$ cat src/rtl/vga_pkg.sv
// Shared display geometry, colours and frame-store address helper for the
// 640x480 monochrome pixel buffer.
package vga_pkg;

  localparam int H_VISIBLE  = 640;
  localparam int V_VISIBLE  = 480;
  localparam int H_TOTAL    = 800;
  localparam int V_TOTAL    = 525;
  localparam int WORDS_LINE = 40;
  localparam int GROUP_W    = 16;

  localparam logic [17:0] BASE_ADDR = 18'h0;
  localparam logic [7:0]  FG_COLOR  = 8'hFF;
  localparam logic [7:0]  BG_COLOR  = 8'h00;

  // word(row, grp) = BASE_ADDR + row*40 + grp; row*40 built from two shifts
  // so no multiplier is inferred. Largest value is 479*40+39 = 19199.
  function automatic logic [17:0] word_addr(input logic [9:0] row, input logic [5:0] grp);
    logic [17:0] row_ext;
    row_ext = {8'd0, row};
    return BASE_ADDR + (row_ext << 5) + (row_ext << 3) + {12'd0, grp};
  endfunction

endpackage

$ cat src/rtl/vga_pixel_buffer_fetch_ctrl.sv
// Prefetch controller: decodes fetch points from the beam counters, forms the
// SRAM word address and runs the single-outstanding read/ready handshake.
module pb_fetch_ctrl
  import vga_pkg::*;
(
  input  logic        clk,
  input  logic        reset,
  input  logic [10:0] i_hcounter,
  input  logic [9:0]  i_vcounter,
  output logic [17:0] o_address,
  output logic        o_read,
  input  logic        i_ready,
  input  logic [15:0] i_data_read,
  output logic [15:0] o_next_word
);

  logic        w_grp_hit;
  logic        w_line_hit;
  logic        w_trigger;
  logic [9:0]  w_row;
  logic [5:0]  w_grp;
  logic [17:0] w_addr;

  logic [17:0] r_address;
  logic        r_read;
  logic [15:0] r_next_word;

  // Group starts 0..38 on visible rows fetch the following group; the last
  // group (h=624) has nothing to prefetch on this line. The h<624 bound also
  // rejects out-of-range counters whose low nibble happens to be zero.
  assign w_grp_hit  = (i_hcounter[3:0] == 4'd0)
                   && (i_hcounter < 11'(H_VISIBLE - GROUP_W))
                   && (i_vcounter < 10'(V_VISIBLE));

  // Sixteen clocks before line end, fetch group 0 of the next displayed row:
  // the next visible row, or row 0 when leaving the last line of the frame.
  assign w_line_hit = (i_hcounter == 11'(H_TOTAL - GROUP_W))
                   && ((i_vcounter < 10'(V_VISIBLE - 1)) || (i_vcounter == 10'(V_TOTAL - 1)));

  assign w_trigger  = w_grp_hit | w_line_hit;

  // Row/group selection for whichever trigger is active
  always_comb begin
    w_row = i_vcounter;
    w_grp = i_hcounter[9:4] + 6'd1;
    if (w_line_hit) begin
      w_row = (i_vcounter == 10'(V_TOTAL - 1)) ? 10'd0 : i_vcounter + 10'd1;
      w_grp = 6'd0;
    end
  end

  assign w_addr = word_addr(w_row, w_grp);

  // Single outstanding read: a trigger while a read is pending is dropped,
  // and ready outside a pending read is ignored.
  always_ff @(posedge clk) begin
    if (reset) begin
      r_address   <= 18'd0;
      r_read      <= 1'b0;
      r_next_word <= 16'd0;
    end else if (w_trigger && !r_read) begin
      r_address <= w_addr;
      r_read    <= 1'b1;
    end else if (r_read && i_ready) begin
      r_next_word <= i_data_read;
      r_read      <= 1'b0;
    end
  end

  assign o_address   = r_address;
  assign o_read      = r_read;
  assign o_next_word = r_next_word;

endmodule

$ cat src/rtl/vga_pixel_buffer.sv
// Pixel buffer top: prefetch controller plus the 16-pixel serialiser. pixels
// always reflects the column presented on hcounter one clock earlier.
module vga_pixel_buffer
  import vga_pkg::*;
(
  input  logic        clk,
  input  logic        reset,
  input  logic [10:0] hcounter,
  input  logic [9:0]  vcounter,
  output logic [17:0] address,
  output logic        read,
  input  logic        ready,
  input  logic [15:0] data_read,
  output logic [7:0]  pixels
);

  logic [15:0] w_next_word;
  logic        w_visible;
  logic [3:0]  w_bit_sel;
  logic        w_pix_bit;

  logic [15:0] r_cur_word;
  logic [7:0]  r_pixels;

  pb_fetch_ctrl u_fetch (
    .clk         (clk),
    .reset       (reset),
    .i_hcounter  (hcounter),
    .i_vcounter  (vcounter),
    .o_address   (address),
    .o_read      (read),
    .i_ready     (ready),
    .i_data_read (data_read),
    .o_next_word (w_next_word)
  );

  assign w_visible = (hcounter < 11'(H_VISIBLE)) && (vcounter < 10'(V_VISIBLE));
  assign w_bit_sel = hcounter[3:0];
  assign w_pix_bit = r_cur_word[4'd15 - w_bit_sel];

  // Serialise: load a new word at each group start (showing its MSB at once),
  // otherwise walk the held word MSB-first; blank outside the visible area.
  always_ff @(posedge clk) begin
    if (reset) begin
      r_cur_word <= 16'd0;
      r_pixels   <= 8'd0;
    end else if (w_visible) begin
      if (w_bit_sel == 4'd0) begin
        r_cur_word <= w_next_word;
        r_pixels   <= w_next_word[15] ? FG_COLOR : BG_COLOR;
      end else begin
        r_pixels   <= w_pix_bit ? FG_COLOR : BG_COLOR;
      end
    end else begin
      r_pixels <= BG_COLOR;
    end
  end

  assign pixels = r_pixels;

endmodule

$ cat config.mk
export PLATFORM = sky130hd
export DESIGN_NAME = vga_pixel_buffer
export DESIGN_NICKNAME = d
export VERILOG_FILES = /design/src/rtl/vga_pkg.sv /design/src/rtl/vga_pixel_buffer_fetch_ctrl.sv /design/src/rtl/vga_pixel_buffer.sv
export SDC_FILE = /design/constraint.sdc
export NUM_CORES = 1
export LEC_CHECK = 0
export ABC_AREA = 1
export CORE_ASPECT_RATIO = 2
export CORE_UTILIZATION = 35
export CTS_CLUSTER_DIAMETER = 50
export DETAILED_ROUTE_END_ITERATION = 8
export PLACE_DENSITY = 0.67
export SLEW_MARGIN = 40
export SYNTH_ARGS = -nofsm -noshare
export SYNTH_HDL_FRONTEND = slang
export SYNTH_HIERARCHICAL = 1
export SYNTH_SLANG_ARGS = --single-unit
$ cat constraint.sdc
create_clock -name clk -period 3.6 [get_ports clk]
set_input_delay 1.08 -clock clk [delete_from_list [all_inputs] [get_ports clk]]
set_output_delay 1.08 -clock clk [all_outputs]
set_load 0.02 [all_outputs]
==> results_dict.tcl <==
set metrics [dict create \
    final_common_cell "nand2_1" \
    p_per_area_nw_per_um2 293 \
    drt_first_pass_iters 5 \
    vias 3873 \
    antenna_cells 0 \
    yosysTopAreaCellShare_pct 28.7 \
    seqCellArea_um2 1000 \
    synth_edf_count 0 \
    path_clk_slew_ps 60 \
    syn2layout_area_growth_pct 50.2 \
    wl_per_cell_um 13.4 \
    drv_cap 0 \
    drt_iter0_markers 120 \
    die_x_um 72.6 \
    start_kind "input pin" \
    max_slew.worst_pin.slew_ps 510 \
    status "complete, no violations" \
    final_cells 808 \
    seq_area_frac_synth_pct 28.7 \
    cp_slowest_cell "fa_2" \
    crit_fanout 4 \
    clock_sinks 50 \
    drive_gt1_share_pct 27.4 \
    nets 740 \
    ys_types 35 \
    hold_viol_final 0 \
    crit_top_cell "nand2_1" \
    cts_buffer_depth 2 \
    numCtsBuffers 5 \
    grt_usage_pct 21.4 \
    worstSetupPathType "in -> reg" \
    layout_common_cells "116 x nand2_1, 98 x nor2_1, 82 x buf_4, 50 x dfxtp_1, 48 x inv_1" \
    min_from "u_fetch/o_address[15]$_SDFFE_PP0P_" \
    slowest_delay_ps 390 \
    multi_input_area_um2 2430 \
    gr-total-overflow 0 \
    io_pins 67 \
    placed_area_um2 4730 \
    dieArea_um2 10400 \
    antenna_found_initial 0 \
    synth_area_leaders "dfxtp_1 29%, nand2_1 13%, nor2_1 12%" \
    port_buffers 64 \
    syn_area_per_cell_um2 6.47 \
    clock_latency_ps 290 \
    synth_ff_type "dfxtp_1" \
    grt_pass1_vias 3864 \
    cts_tree "yes" \
    final.fill_count 954 \
    ys.warnings.count 6 \
    ant_nets 0 \
    grt_pass1_wl_mm 16.8 \
    root_buffer "clkbuf_16" \
    setup_violations 0 \
    period_share_pct 98.0 \
    coreArea_um2 9700 \
    timing.rr.start "u_fetch/o_read$_SDFFE_PP0P_" \
    leakage_nw 2.46 \
    synth_area_leader_cell "dfxtp_1" \
    max_freq_ghz 0.283 \
    worst_ep_arrival_time_ps 3760 \
    synthesis.area_um2 3490 \
    drc 0 \
    ir_drop_v 0.000278 \
    die_h_um 143 \
    start_util_pct 36.0 \
    hold_path_class "reg -> reg" \
    relSlewSlack_pct 66.0 \
    stdcell_area_um2 5250 \
    min_period_ps 3530 \
    crit_required_ps 3830 \
    rows 51 \
    rsz0062_at_grt "true" \
    drv_slew 0 \
    worst_clock_skew_ps 5.40 \
    crit_chain "dlygate4sd2_1 -> inv_2 -> nand2_1 -> nor4_2 -> buf_4 -> nor2_1 -> nand2_4 -> o21ai_4 -> buf_4 -> buf_4 -> ha_2 -> ha_4 -> fa_2 -> nand3_2 -> nand2_2 -> nand2_2 -> nand2_1 -> nand2_1 -> nand2_1 -> nand3_1 -> nand2_1 -> nor2_1" \
    crit_start "vcounter[8]" \
    place_inst 786 \
    ys_seq_elements 50 \
    worst_setup_path_end_kind "flip-flop" \
    cts_max_level 2 \
    async_reset_ff_share_pct 0 \
    routed_wl_mm 10.8 \
    hold_path_depth 2 \
    avgViaCountPerCell 4.79 \
    place.gp.congestion 0.913 \
    grt_max_degree 26 \
    worst-r2r-cell-count 5 \
    synthCells 540 \
    hpwl_mm 8.36 \
]
-- sequential cells by signal (all words and copies together), names as in the netlist --
name and cells:
u_fetch/o_address 16, r_cur_word 16, u_fetch/o_next_word 16, pixels 1, u_fetch/o_read 1
-- critical path: cells and delay by family --
kind | cells | cell delay (ps)
buffers and inverters | 5 | 790
adders and majority gates | 3 | 740
AOI/OAI and AO/OA | 1 | 50
and+or+nand+nor | 13 | 1100
-- repair_timing --
action	4_1_cts	5_1_grt
pin swaps	19	28
hold buffers	0	0
setup endpoints to repair	10	9
resized for setup	61	70
gates cloned	1	0
setup buffers	9	4
-- per-stage QoR --
step / setup WS [ps] / hold slack (ps) / power [mW] / TNS, ps / utilization [%]
2_1_floorplan: -15.2 / 439 / 0.771 / -15.2 / -
3_3_place_gp: -695 / 435 / 0.949 / -6280 / 48.8
3_5_place_dp: -757 / 435 / 0.953 / -6930 / 48.8
4_1_cts: 2.89 / 444 / 1.49 / 0 / 51.6
5_1_grt: -107 / 479 / 1.61 / -515 / 54.1
6_report: 71.5 / 447 / 1.54 / 0 / 54.1
-- kinds of logic (layout without fill, tap and decap cells) --
kind of cell | Yosys count | count (layout) | share of synthesized area (%)
adders and majority gates | 25 | 25 | 9.39
xor gates and xnor gates | 10 | 10 | 2.51
buffers and inverters | 89 | 223 | 11.7
other | 1 | 2 | 0.107
DFF | 50 | 50 | 28.7
muxes | 1 | 1 | 0.287
AOI/OAI and AO/OA | 50 | 50 | 7.35
and+or+nand+nor | 314 | 315 | 40.0
-- cells in the mapped netlist, types with 3 or more instances --
master	instances
a21oi_1	17
buf_4	11
buf_6	3
clkbuf_1	5
clkinv_1	3
dfxtp_1	50
ha_1	23
inv_1	60
inv_4	3
nand2_1	123
nand2_2	7
nand3_1	44
nand3_4	3
nand3b_1	3
nand4_1	14
nor2_1	108
nor3_1	3
o21ai_0	29
xnor2_1	4
xor2_1	6
-- report_power, final --
part | switching, mW | internal (mW) | total (mW)
clock network | 0.207 | 0.328 | 0.535
registers | 0.00282 | 0.557 | 0.560
logic | 0.224 | 0.217 | 0.441
total | 0.434 | 1.10 | 1.54
-- path summary, 6_finish.rpt --
path	slack, ps	endpoint
setup / recovery	70	u_fetch/o_address[10]$_SDFFE_PP0P_
hold / removal	450	u_fetch/o_address[15]$_SDFFE_PP0P_
setup reg to reg	2110	u_fetch/o_address[6]$_SDFFE_PP0P_
hold reg to reg	450	u_fetch/o_address[15]$_SDFFE_PP0P_
-- metal layers --
layer / wire, µm / track usage, % / vias to the layer above
li1: - / - / 1970
met1: 3540 / 17.0 / 1773
met2: 6500 / 46.3 / 95
met3: 294 / 2.05 / 35
met4: 498 / 11.8 / 0
met5: 0 / 0 / -
-- layout make-up --
| cell class | instances | area share [%] |
|---|---|---|
| Inverter | 68 | 5.06 |
| Clock buffer | 6 | 2.46 |
| Tap cell | 132 | 3.15 |
| Timing Repair Buffer | 147 | 23.1 |
| Multi-Input combinational cell | 403 | 46.4 |
| Clock inverter | 2 | 0.715 |
| Sequential cell | 50 | 19.1 |
(Power assumes the default switching activity.)
